===== src/rtl/data_mem_arbiter.sv =====
// -----------------------------------------------------------------------------
// data_mem_arbiter
//
// Shares the single port of the 16-bit data memory between two requesters:
//   port 0 : CPU load/store stage
//   port 1 : DMA / program loader
// Each transaction takes three cycles: IDLE (arbitrate and latch the command),
// ACCESS (drive the memory), DONE (one-cycle ack to the winner).
//
// Build option:
//   DATA_MEM_ARB_RR_EN  defined   -> round-robin tie-break (port not granted last)
//                       undefined -> fixed priority, port 0 over port 1
//
// Ports:
//   clk, rst_n                    clock, asynchronous active-low reset
//   pN_req / pN_we                request (held until ack) and write enable
//   pN_addr / pN_wdata            byte address and write data
//   pN_ack                        one-cycle completion pulse
//   pN_rdata                      registered read data, held after ack
//   mem_access_addr/_write_data   command to the memory (zero outside ACCESS)
//   mem_write_en / mem_read       memory strobes (zero outside ACCESS)
//   mem_read_data                 combinational read data from the memory
//   busy                          high in ACCESS and DONE
// -----------------------------------------------------------------------------
module data_mem_arbiter #(
  parameter int ADDR_W = 16,
  parameter int DATA_W = 16
) (
  input  logic              clk,
  input  logic              rst_n,
  input  logic              p0_req,
  input  logic              p0_we,
  input  logic [ADDR_W-1:0] p0_addr,
  input  logic [DATA_W-1:0] p0_wdata,
  output logic              p0_ack,
  output logic [DATA_W-1:0] p0_rdata,
  input  logic              p1_req,
  input  logic              p1_we,
  input  logic [ADDR_W-1:0] p1_addr,
  input  logic [DATA_W-1:0] p1_wdata,
  output logic              p1_ack,
  output logic [DATA_W-1:0] p1_rdata,
  output logic [ADDR_W-1:0] mem_access_addr,
  output logic [DATA_W-1:0] mem_write_data,
  output logic              mem_write_en,
  output logic              mem_read,
  input  logic [DATA_W-1:0] mem_read_data,
  output logic              busy
);

`ifdef DATA_MEM_ARB_RR_EN
  localparam bit RR_EN = 1'b1;
`else
  localparam bit RR_EN = 1'b0;
`endif

  typedef enum logic [1:0] {
    S_IDLE   = 2'd0,
    S_ACCESS = 2'd1,
    S_DONE   = 2'd2
  } state_t;

  state_t            state_q, state_d;
  logic              winner_q;       // 0 = port 0, 1 = port 1
  logic              last_grant_q;   // port served by the previous transaction
  logic              lat_we_q;
  logic [ADDR_W-1:0] lat_addr_q;
  logic [DATA_W-1:0] lat_wdata_q;

  logic any_req;
  logic rr_pick;
  logic grant;

  // Arbitration: a lone requester always wins; a tie goes either to the port
  // not served last (round-robin) or to port 0 (fixed priority).
  always_comb begin
    // NOTE: every combinational output gets a default first so no path can
    // leave it unassigned and infer a latch.
    any_req = p0_req | p1_req;
    rr_pick = ~last_grant_q;
    grant   = p1_req;
    if (p0_req && p1_req) begin
      grant = RR_EN ? rr_pick : 1'b0;
    end
  end

  // Next-state logic.
  always_comb begin
    state_d = state_q;
    unique case (state_q)
      S_IDLE:   if (any_req) state_d = S_ACCESS;
      S_ACCESS: state_d = S_DONE;
      S_DONE:   state_d = S_IDLE;
      default:  state_d = S_IDLE;
    endcase
  end

  // State register.
  always_ff @(posedge clk or negedge rst_n) begin
    // NOTE: sequential state uses non-blocking assignments so every register
    // samples the pre-edge values of the others.
    if (!rst_n) state_q <= S_IDLE;
    else        state_q <= state_d;
  end

  // Command latch, read-data capture and last-grant bookkeeping.
  always_ff @(posedge clk or negedge rst_n) begin
    // NOTE: every register here is small and reset explicitly, including the
    // read-data holding registers, so outputs are defined straight out of reset.
    if (!rst_n) begin
      winner_q     <= 1'b0;
      last_grant_q <= 1'b1;
      lat_we_q     <= 1'b0;
      lat_addr_q   <= '0;
      lat_wdata_q  <= '0;
      p0_rdata     <= '0;
      p1_rdata     <= '0;
    end else begin
      unique case (state_q)
        S_IDLE: begin
          if (any_req) begin
            winner_q    <= grant;
            lat_we_q    <= grant ? p1_we    : p0_we;
            lat_addr_q  <= grant ? p1_addr  : p0_addr;
            lat_wdata_q <= grant ? p1_wdata : p0_wdata;
          end
        end
        S_ACCESS: begin
          // Memory read is combinational; capture on the edge ending ACCESS.
          if (!lat_we_q) begin
            if (winner_q) p1_rdata <= mem_read_data;
            else          p0_rdata <= mem_read_data;
          end
        end
        S_DONE:  last_grant_q <= winner_q;
        default: ;
      endcase
    end
  end

  // Memory strobes are gated by the state register alone, so an asynchronous
  // reset during ACCESS removes the write enable immediately.
  always_comb begin
    mem_write_en    = 1'b0;
    mem_read        = 1'b0;
    mem_access_addr = '0;
    mem_write_data  = '0;
    if (state_q == S_ACCESS) begin
      mem_write_en    = lat_we_q;
      mem_read        = ~lat_we_q;
      mem_access_addr = lat_addr_q;
      mem_write_data  = lat_wdata_q;
    end
  end

  assign p0_ack = (state_q == S_DONE) && !winner_q;
  assign p1_ack = (state_q == S_DONE) &&  winner_q;
  assign busy   = (state_q != S_IDLE);

endmodule


===== config.mk =====
export PLATFORM = sky130hd
export DESIGN_NAME = data_mem_arbiter
export DESIGN_NICKNAME = d
export VERILOG_FILES = /design/src/rtl/data_mem_arbiter.sv
export SDC_FILE = /design/constraint.sdc
export NUM_CORES = 1
export LEC_CHECK = 0
export ABC_CLOCK_PERIOD_IN_PS = 1750
export BUFFER_PORTS_ARGS = -buffer_cell sky130_fd_sc_hd__clkbuf_2
export CORE_ASPECT_RATIO = 2
export CORE_MARGIN = 2
export CORE_UTILIZATION = 43
export DETAILED_ROUTE_END_ITERATION = 6
export PLACE_DENSITY = 0.81
export SLEW_MARGIN = 40
export SYNTH_ARGS = -nofsm -noshare
export SYNTH_HDL_FRONTEND = slang
export SYNTH_SLANG_ARGS = --single-unit

===== constraint.sdc =====
create_clock -name clk -period 1.75 [get_ports clk]
set_clock_uncertainty 0.15 [all_clocks]
set_input_delay 0.175 -clock clk [delete_from_list [all_inputs] [get_ports clk]]
set_output_delay 0.175 -clock clk [all_outputs]
set_load 0.005 [all_outputs]

Word level (Yosys, flattened, before mapping)
Cells that the tools add are included.
{"block": "totals", "inputBits": 86, "reg_bits": 68, "out_inout_bits": 69}
{"block": "classes", "bitwise": 3, "n_mux": 10, "eq_ne": 3, "n_reduce_logical": 9}
{"op": "$mux W16", "n": 4}
{"op": "$reduce_and A3 Y1", "n": 2}
{"op": "$mux W1", "n": 4}
{"op": "$pmux W2 S2", "n": 1}
{"op": "$logic_and A1 B1 Y1", "n": 3}
{"op": "$eq A2 B1 Y1 const B", "n": 1}
{"op": "$eq A2 B2 Y1 const B", "n": 1}
{"op": "$logic_not A2 Y1", "n": 1}
{"op": "$mux W2", "n": 1}
{"op": "$ne A2 B2 Y1 const B", "n": 1}
{"op": "$not A1 Y1", "n": 2}
{"op": "$reduce_and A2 Y1", "n": 1}
{"op": "$reduce_bool A2 Y1", "n": 1}
{"op": "$logic_not A1 Y1", "n": 1}
{"op": "$or A1 B1 Y1", "n": 1}

Depth between registers and ports, before layout
Gate-level depths: netlist of run 1.
{"block": "depth", "depth_word": 3, "ltp_mapped": 5}

Worst setup path after synthesis of run 1
No wires, ideal clock.
{"block": "synth_path", "path_kind": "reg-to-reg", "startpoint": "register state_q[1]", "endpoint": "register p1_rdata[0]", "stages_incl_launch_ff": 5, "required_ns": 1.473, "t_arrival_ns": 1.355, "period_less_slack_ns": 1.632, "slack_ns": 0.118, "cell_sequence": "dfrtp_1 > nand2b_4 > nor3b_4 > buf_6 > mux2_1"}
{"block": "synth_via", "elab_chain_len": 2}
{"item": "from (decl)", "line": "63", "rtl": "state_t state_q, state_d;"}
{"item": "from (signal assigned)", "line": "103", "rtl": "else state_q <= state_d;"}
{"item": "$eq A2 B1 Y1", "line": "119", "rtl": "unique case (state_q)"}
{"item": "$reduce_and A3 Y1 (no line)"}
{"item": "to (signal assigned)", "line": "131", "rtl": "if (winner_q) p1_rdata <= mem_read_data;"}
{"item": "to (decl)", "line": "42", "rtl": "output logic [DATA_W-1:0] p1_rdata,"}
Every way passes these cells.
A chain may end at the register's enable or synchronous reset.

Worst setup path in the final report of run 1
{"block": "layout_path", "startpoint": "register state_q[0]", "endpoint": "output mem_write_data[5]"}
{"block": "layout_via", "elab_chain_len": 2}
{"item": "$eq A2 B1 Y1", "line": "148", "rtl": "if (state_q == S_ACCESS) begin"}
{"item": "$mux W16", "line": "148"}
{"item": "to (decl)", "line": "44", "rtl": "output logic [DATA_W-1:0] mem_write_data,"}
Every way passes these cells.

==> impl_metrics.py, run 1 <==
metrics = {
    "floorplan": {
        "die-area_um2": 8820,
        "start_util": 0.438,
        "die_h_um": 131,
        "rows": 46,
        "coreArea_um2": 7890,
        "ios": 155,
        "die_x_um": 67.4,
    },
    "clock_tree": {
        "cts_tree": "done",
        "numCtsBuffers": 9,
        "clock_sinks": 68,
        "clock_latency_ps": 330,
        "cts_root_buf": "clkbuf_16",
        "clockBufferDepth": 2,
        "clk_pin_slew_ps": 50,
        "htree_levels": 3,
    },
    "sta": {
        "setup_violations": 0,
        "worst_slew_pin_slew_ps": 367,
        "period_share": 0.987,
        "slew_violations": 0,
        "max_freq_mhz": 579,
        "hold_violations": 0,
        "setup_ws_ps": 22.3,
        "slew_headroom": 0.755,
        "setup_tns_ps": 0,
        "min_period_ps": 1730,
        "rsz0062_at_grt": "true",
    },
    "final_layout": {
        "diodes": 0,
        "drive_above_1_share": 0.699,
        "nNetsFinal": 495,
        "fin_cells": 508,
        "area_growth_pct": 44.0,
        "fin_area_um2": 4980,
    },
    "drt": {
        "drc": 0,
        "detail-route-antenna-nets": 0,
        "vias": 2457,
        "routedWlPerCell_um": 15.8,
        "viasPerCell": 4.84,
        "drt-total-wl_mm": 8.04,
        "drt_iter0_drc": 52,
        "firstDrtPassIters": 4,
    },
    "power_and_ir_drop": {
        "clock_power_share": 0.209,
        "intPower_mw": 5.89,
        "comb_power_share": 0.450,
        "p_sw_frac": 0.298,
        "peakVddDrop_uv": 987,
        "power_frac_seq": 0.341,
        "p_leak_nw": 2.60,
        "p_switching_mw": 2.51,
        "p_per_area_nw_per_um2": 1690,
    },
    "synthesis": {
        "synth_nets": 311,
        "syn_inst": 225,
        "yosysTopAreaCellShare": 0.492,
        "yosysWarningCount": 0,
        "synth_seq_cells": 68,
        "syn_area_um2": 3460,
        "netlist_top_cells_area": "dfrtp_1, mux2_4, mux2_2",
        "synth.distinct_cells": 18,
        "yosys.area.top_type": "dfrtp_1",
        "yosysSeqAreaShare": 0.492,
        "syn-mean-instance-area_um2": 15.4,
    },
    "critical_path": {
        "worstPathMaxFanout": 8,
        "crit_path_end_kind": "output pin",
        "crit_type": "reg2out",
        "arrival_ps": 1400,
        "critPathLaunchType": "flip-flop",
        "worstPathRequired_ps": 1420,
    },
    "placed_design": {
        "hpwlAfterDp_mm": 5.84,
        "place_inst": 472,
        "pre_cts_ws_ps": 83.9,
        "dpl-instance-area_um2": 4400,
        "gp_routability_congestion": 0.729,
        "io_buffers": 154,
    },
    "grt": {
        "grt-ovfl-total": 0,
        "antenna_found_initial": 0,
        "grt_pass1_vias": 2601,
        "grt_max_degree": 69,
        "grt_pass1_wl_mm": 12.1,
        "grt_usage": 0.188,
    },
    "run": {
        "max_cap_viol_count": 0,
    },
    "status": {
        "outcome": "complete, no violations",
    },
    "worst_hold_path": {
        "min_path_type": "in2reg",
    },
}
## routing by layer
layer | global-route usage | vias to the layer above | share of wire
met3 | 0.0308 | 26 | 0.036
met2 | 0.345 | 92 | 0.57
met1 | 0.183 | 1191 | 0.35
met5 | 0 | - | 0
li1 | - | 1148 | -
met4 | 0.130 | 0 | 0.047
## state kept, by name, indices dropped and copies added (netlist names)
signal       cells
lat_addr_q      16
lat_wdata_q     16
p0_rdata        16
p1_rdata        16
state_q          2
lat_we_q         1
winner_q         1
## path summary, 6_finish.rpt
path | from | to | slack [ps] | depth (start not counted)
setup / recovery | state_q[0]$_DFFE_PN0P_ | mem_write_data[5] | 20 | 6
hold / removal | p1_req | winner_q$_DFFE_PN0P_ | 20 | 3
setup reg to reg | state_q[1]$_DFFE_PN0P_ | p1_rdata[6]$_DFFE_PN0P_ | 40 | 5
hold reg to reg | p1_rdata[0]$_DFFE_PN0P_ | p1_rdata[0]$_DFFE_PN0P_ | 330 | 1
max in group asynchronous | rst_n | state_q[1]$_DFFE_PN0P_ | 910 | 3
min in group asynchronous | rst_n | lat_wdata_q[13]$_DFFE_PN0P_ | 230 | 3
## Yosys cell counts
cell type,instances
dfrtp_1,68
mux2_4,60
and2_1,33
mux2_2,28
mux2_1,10
buf_6,8
clkbuf_1,3
a21oi_1,2
buf_4,2
inv_1,2
nor2_1,2
and3b_1,1
nand2b_1,1
nand2b_4,1
nor3_4,1
nor3b_1,1
nor3b_4,1
o21a_1,1
## cells in the final DEF, fill, tap and decap left out, types with 2 or more instances in the layout
master,n
buf_6,2
mux2_1,10
buf_12,7
mux2_4,60
nor2_1,2
a21oi_1,2
and2_1,21
clkbuf_2,153
clkbuf_16,10
and2_4,12
dfrtp_1,68
mux2_2,28
buf_4,3
dlygate4sd3_1,18
## layout make-up
| type | count | area, um2 |
|---|---|---|
| timing repair buffer | 186 | 1190 |
| inverter | 2 | 12.5 |
| fill | 607 | 2910 |
| clock buffer | 10 | 239 |
| sequential | 68 | 1700 |
| tap | 96 | 120 |
| clock inverter | 4 | 51.3 |
| multi-input combinational | 142 | 1670 |
## through the flow
stage                     hold slack, ps   util  total power, mW
after floorplan                     -271      -             4.91
after global placement              61.7  0.558             6.16
after detailed placement            75.1  0.558             6.32
after CTS                          0.293  0.623             8.28
after global routing                52.2  0.631             8.93
final                               15.7  0.631             8.40
## what timing repair did
| action | in CTS | in global routing |
|---|---|---|
| hold buffers | 18 | 0 |
| cloned | 1 | 1 |
| setup buffers | 1 | 1 |
| resized for setup | 4 | 14 |
| endpoints found under the setup margin | 33 | 60 |
| endpoints found under the hold margin | 101 | 0 |
## critical path: stages, from the launching register on
cell and delay, ps:
dfrtp_1 380, buf_6 130, nand2b_4 90, inv_6 50
clkbuf_16 160, and2_1 150, clkbuf_2 120
## cells by family (layout without fill, tap and decap cells)
group / after synthesis / in the layout / share of synthesized area
AO/OA/AOI/OAI: 3 / 3 / 0.00507
buffers and inverters: 15 / 202 / 0.0358
multiplexers: 98 / 98 / 0.384
AND/OR/NAND/NOR: 41 / 41 / 0.0825
flip-flops: 68 / 68 / 0.492
## power groups by stage
stage	Clock (mW)	Combinational, mW	Sequential, mW
floorplan	0	2.12	2.79
global route	1.85	4.10	2.98
global placement	0	3.34	2.82
detailed placement	0	3.45	2.86
finish	1.75	3.78	2.86
CTS	1.79	3.62	2.86
Power figures use the tool's default switching activity.
==> inputs of run 2 (changes only) <==
Settings changed: CELL_PAD_IN_SITES_DETAIL_PLACEMENT from default to 1, CELL_PAD_IN_SITES_GLOBAL_PLACEMENT from default to 2, CORE_UTILIZATION 43 to 27, PLACE_DENSITY 0.81 to 0.79.
==> run 2 against run 1 <==
  * Routed wire length rose by 20%
  * Clock-buffer cell count rose by 2
  * Core utilization fell by 23 points
  * Die area rose by 56%
  * Non-clock buffer count rose by 3
  * Sequential share of layout area fell by 0.79 points
  * First-iteration DRC count fell by 46%
  * Cell count rose by 12%
  * Flip-flop and latch count did not move
  * Global-route usage fell by 4.9 points
  * Clock power rose by 14%
  * Critical path type unchanged
==> impl_metrics.py, run 2 (synthesis results as in run 1) <==
metrics = {
    "sta": {
        "slew_violations": 0,
        "hold_violations": 0,
        "max_freq_mhz": 591,
        "rsz0062_at_grt": "true",
        "setup_ws_ps": 58.3,
        "setup_violations": 0,
        "worst_slew_pin_slew_ps": 416,
        "min_period_ps": 1690,
        "slew_headroom": 0.723,
        "period_share": 0.967,
        "setup_tns_ps": 0,
    },
    "grt": {
        "grt_pass1_vias": 2751,
        "grt_pass1_wl_mm": 14.5,
        "met1_usage": 0.138,
        "grt_max_degree": 40,
        "antenna_found_initial": 0,
        "grtUsageMet2": 0.268,
        "grt_busiest_layer": "met2",
        "grt_usage": 0.139,
        "grt-ovfl-total": 0,
        "met3_usage": 0.0246,
    },
    "worst_hold_path": {
        "worstHoldStart": "p1_req",
        "min_path_type": "in2reg",
        "min_path_cells": 3,
        "whs_endpoint": "winner_q$_DFFE_PN0P_",
    },
    "final_layout": {
        "seq_area_um2": 1700,
        "fin_cells": 567,
        "area_growth_pct": 47.4,
        "fin_area_um2": 5100,
        "nNetsFinal": 498,
        "diodes": 0,
        "fillerInstances": 1363,
        "drive_above_1_share": 0.686,
        "most-common-layout-cells": "clkbuf_2, dfrtp_1, mux2_4",
        "post-route-util": 0.406,
        "final_common_cell": "clkbuf_2",
        "multi_input_area_um2": 1650,
    },
    "critical_path": {
        "arrival_ps": 1370,
        "worstReg2RegStart": "state_q[1]$_DFFE_PN0P_",
        "r2r-end": "lat_wdata_q[15]$_DFFE_PN0P_",
        "r2r_slack_ps": 60,
        "rr_worst_depth": 5,
        "crit_path_end_kind": "output pin",
        "worstPathRequired_ps": 1420,
        "critPathLaunchType": "flip-flop",
        "worstPathMaxFanout": 14,
        "crit_type": "reg2out",
    },
    "placed_design": {
        "place_inst": 527,
        "hpwlAfterDp_mm": 7.15,
        "dpl-instance-area_um2": 4450,
        "pre_cts_ws_ps": 65.5,
        "gp_routability_congestion": 0.716,
        "io_buffers": 154,
    },
    "floorplan": {
        "coreArea_um2": 12600,
        "die_h_um": 164,
        "start_util": 0.275,
        "ios": 155,
        "die_x_um": 84.0,
        "die-area_um2": 13800,
        "rows": 58,
    },
    "power_and_ir_drop": {
        "p_leak_nw": 2.64,
        "p_per_area_nw_per_um2": 1710,
        "peakVddDrop_uv": 584,
    },
    "run": {
        "max_cap_viol_count": 0,
    },
    "status": {
        "outcome": "complete, no violations",
    },
    "clock_tree": {
        "cts_tree": "done",
        "numCtsBuffers": 9,
        "clk_pin_slew_ps": 50,
        "clock_latency_ps": 320,
        "clock_sinks": 68,
        "cts_root_buf": "clkbuf_16",
        "clockBufferDepth": 2,
        "htree_levels": 3,
    },
    "drt": {
        "detail-route-antenna-nets": 0,
        "drt-total-wl_mm": 9.63,
        "drc": 0,
        "viasPerCell": 4.43,
        "routedWlPerCell_um": 17.0,
        "vias": 2513,
        "firstDrtPassIters": 4,
        "drt_iter0_drc": 28,
    },
}
-- run 2: worst max path at each step --
stage / startpoint / to / depth (start not counted)
final: state_q[1]$_DFFE_PN0P_ / mem_write_data[2] / 5
after global routing: state_q[1]$_DFFE_PN0P_ / mem_write_data[2] / 5
after CTS: state_q[1]$_DFFE_PN0P_ / mem_write_data[2] / 5
after detailed placement: state_q[0]$_DFFE_PN0P_ / lat_wdata_q[15]$_DFFE_PN0P_ / 4
after global placement: state_q[0]$_DFFE_PN0P_ / lat_addr_q[15]$_DFFE_PN0P_ / 4
after floorplan: state_q[1]$_DFFE_PN0P_ / p1_rdata[0]$_DFFE_PN0P_ / 4
-- run 2: final cells by class --
cell class / instances / area share
Multi-Input combinational cell: 142 / 0.325
Tap cell: 150 / 0.0368
Inverter: 2 / 0.00246
Timing Repair Buffer: 189 / 0.236
Sequential cell: 68 / 0.334
Clock buffer: 12 / 0.0523
Clock inverter: 4 / 0.0137
-- run 2: stage by stage --
step / hold WS, ps / power (mW)
floorplan: -271 / 4.91
global placement: -22.3 / 6.23
detailed placement: -12.9 / 6.39
CTS: 15.2 / 8.65
global route: 39.2 / 9.26
finish: 28.9 / 8.70
-- run 2: worst max-delay path, cell delays in order (launching register included) --
cell      delay [ps]
dfrtp_1          370
nand2b_4         170
inv_6             90
buf_8            140
and2_1           150
clkbuf_2         120
-- run 2: power by group --
part	switching (mW)	internal, mW
sequential	0.469	2.39
clock	0.640	1.36
combinational	1.48	2.36
total	2.59	6.11
-- run 2: timing repair --
action | in CTS | in global routing
endpoints found under the setup margin | 33 | 51
hold buffers | 18 | 0
resized for setup | 6 | 16
hold endpoints to repair | 62 | 0
gates cloned | 1 | 2
buffers inserted | 3 | 0
-- run 2: per-layer routing --
metal / vias to the layer above / part of all wire
li1: 1152 / -
met1: 1262 / 0.33
met2: 79 / 0.60
met3: 20 / 0.041
met4: 0 / 0.030
met5: - / 0
==> inputs of run 3 (changes only) <==
Settings changed: REMOVE_ABC_BUFFERS from default to 1.
==> run 3 against run 2 <==
  * Clock-buffer cell count grew 1
  * The run now ends with setup timing left
  * First-iteration DRC count grew 21%
  * Routed wire length shrank 4.6%
  * Maximum frequency shrank 5.5%
  * Largest power group unchanged
  * Sequential share of layout area is essentially flat
  * Sequential power is essentially flat
==> impl_metrics.py, run 3 (synthesis results as in run 1) <==
metrics = {
    "floorplan": {
        "ios": 155,
        "die_h_um": 164,
        "die-area_um2": 13800,
        "rows": 58,
        "start_util": 0.275,
        "die_x_um": 84.0,
        "coreArea_um2": 12600,
    },
    "sta": {
        "hold_violations": 0,
        "setup_ws_ps": -40.1,
        "slew_headroom": 0.703,
        "period_share": 1.02,
        "setup_tns_ps": -586,
        "max_freq_mhz": 559,
        "slew_violations": 0,
        "rsz0062_at_grt": "true",
        "min_period_ps": 1790,
        "worst_slew_pin_slew_ps": 445,
        "setup_violations": 31,
    },
    "critical_path": {
        "crit_path_end_kind": "flip-flop",
        "critPathLaunchType": "flip-flop",
        "arrival_ps": 1850,
        "worstPathRequired_ps": 1810,
        "worstPathMaxFanout": 8,
        "slowest_delay_ps": 410,
        "crit_family": "buffers and inverters",
        "critPathBufInv": 3,
        "worstPathCellList": "nand2b_4 -> buf_6 -> nor3b_4 -> buf_6 -> clkbuf_16 -> mux2_4",
        "crit_type": "reg2reg",
        "cpMaxStageDelayCell": "dfrtp_1",
        "cpMostUsedCell": "buf_6",
    },
    "status": {
        "outcome": "finished with violations",
        "failed_checks": "setup timing",
    },
    "run": {
        "max_cap_viol_count": 0,
    },
    "power_and_ir_drop": {
        "p_per_area_nw_per_um2": 1660,
        "peakVddDrop_uv": 768,
        "p_leak_nw": 2.64,
        "p_total_mw": 8.49,
    },
    "drt": {
        "wl_met3_um": 472,
        "drt-met1-wl_mm": 3.36,
        "routedWlPerCell_um": 16.3,
        "firstDrtPassIters": 4,
        "highest_layer": "met4",
        "drt-total-wl_mm": 9.18,
        "drt_iter0_drc": 34,
        "dr_wl_met2_mm": 5.24,
        "vias": 2448,
        "drc": 0,
        "detail-route-antenna-nets": 0,
        "viasPerCell": 4.34,
    },
    "final_layout": {
        "area_growth_pct": 47.5,
        "diodes": 0,
        "fillerInstances": 1361,
        "nNetsFinal": 496,
        "final_common_cell": "clkbuf_2",
        "most-common-layout-cells": "clkbuf_2, mux2_4, dfrtp_1",
        "fin_cells": 564,
        "drive_above_1_share": 0.693,
    },
    "clock_tree": {
        "cts_root_buf": "clkbuf_16",
        "clk_pin_slew_ps": 50,
        "clock_latency_ps": 320,
        "clockBufferDepth": 2,
        "cts_tree": "done",
        "clock_sinks": 68,
        "htree_levels": 3,
        "numCtsBuffers": 9,
    },
    "grt": {
        "grt-ovfl-total": 0,
        "grt_pass1_wl_mm": 13.8,
        "grt_usage": 0.130,
        "grt_max_degree": 38,
        "antenna_found_initial": 0,
        "grt_pass1_vias": 2669,
    },
    "placed_design": {
        "gp_routability_congestion": 0.716,
        "io_buffers": 154,
        "hpwlAfterDp_mm": 6.34,
        "place_inst": 523,
    },
    "worst_hold_path": {
        "min_path_type": "in2reg",
    },
}
-- run 3: cell types whose count changed in the layout (fill, tap and decap cells not counted), moves of 2 or more --
cell / change
buf_8: -2
mux2_4: +13
and2_1: +2
and2_4: -2
clkbuf_1: +2
buf_4: -4
mux2_2: -5
mux2_1: -8
clkbuf_2: +5
bufinv_16: -2
buf_2: -5
-- run 3: final cells by class --
class	instances	area, um2	share of cell area
sequential	68	1700	0.334
multi-input combinational	142	1700	0.333
timing repair buffer	187	1230	0.241
clock buffer	13	260	0.0510
tap	150	188	0.0368
inverter	2	15.0	0.00294
clock inverter	2	10.0	0.00196
-- run 3: tightest hold or removal path, delay by kind of cell --
family                 cells  cell delay (ps)
buffers and inverters      1              120
AOI/OAI and AO/OA          2              180
-- run 3: stage by stage --
stage	instance area (um2)	hold slack [ps]	util	setup slack, ps
2_1_floorplan	3340	-271	-	-795
4_1_cts	4960	26.8	0.395	-3.46
6_report	5100	38.5	0.406	-40.1
5_1_grt	5100	46.2	0.406	-98.6
3_5_place_dp	4430	6.40	0.353	8.47
3_3_place_gp	4430	-3.73	0.353	94.2
-- run 3: what timing repair did --
action,4_1_cts,5_1_grt
setup endpoints to repair,33,93
gates resized for setup,7,20
gates cloned,2,2
endpoints found under the hold margin,64,0
buffers inserted,2,2
hold buffers,18,0
-- run 3: where the power goes --
part	switching [mW]	total, mW	leakage (nW)	internal (mW)
logic	1.48	3.99	1.70	2.51
registers	0.472	2.86	0.805	2.39
clock network	0.610	1.63	0.135	1.02
-- run 3: final timing paths --
check                                     startpoint                          to  slack [ps]  depth (start not counted)
setup reg to reg              state_q[1]$_DFFE_PN0P_    p1_rdata[13]$_DFFE_PN0P_         -40                          6
hold reg to reg            lat_addr_q[2]$_DFFE_PN0P_   lat_addr_q[2]$_DFFE_PN0P_         350                          1
hold / removal                                p1_req        winner_q$_DFFE_PN0P_          40                          3
setup / recovery              state_q[1]$_DFFE_PN0P_    p1_rdata[13]$_DFFE_PN0P_         -40                          6
max in group asynchronous                      rst_n  lat_addr_q[11]$_DFFE_PN0P_         690                          3
min in group asynchronous                      rst_n     p1_rdata[3]$_DFFE_PN0P_         210                          2
-- run 3: routing by layer --
metal  vias up  track usage
met1      1192        0.141
met4         0       0.0462
met2       103        0.243
met5         -            0
met3         7       0.0291
li1       1146            -
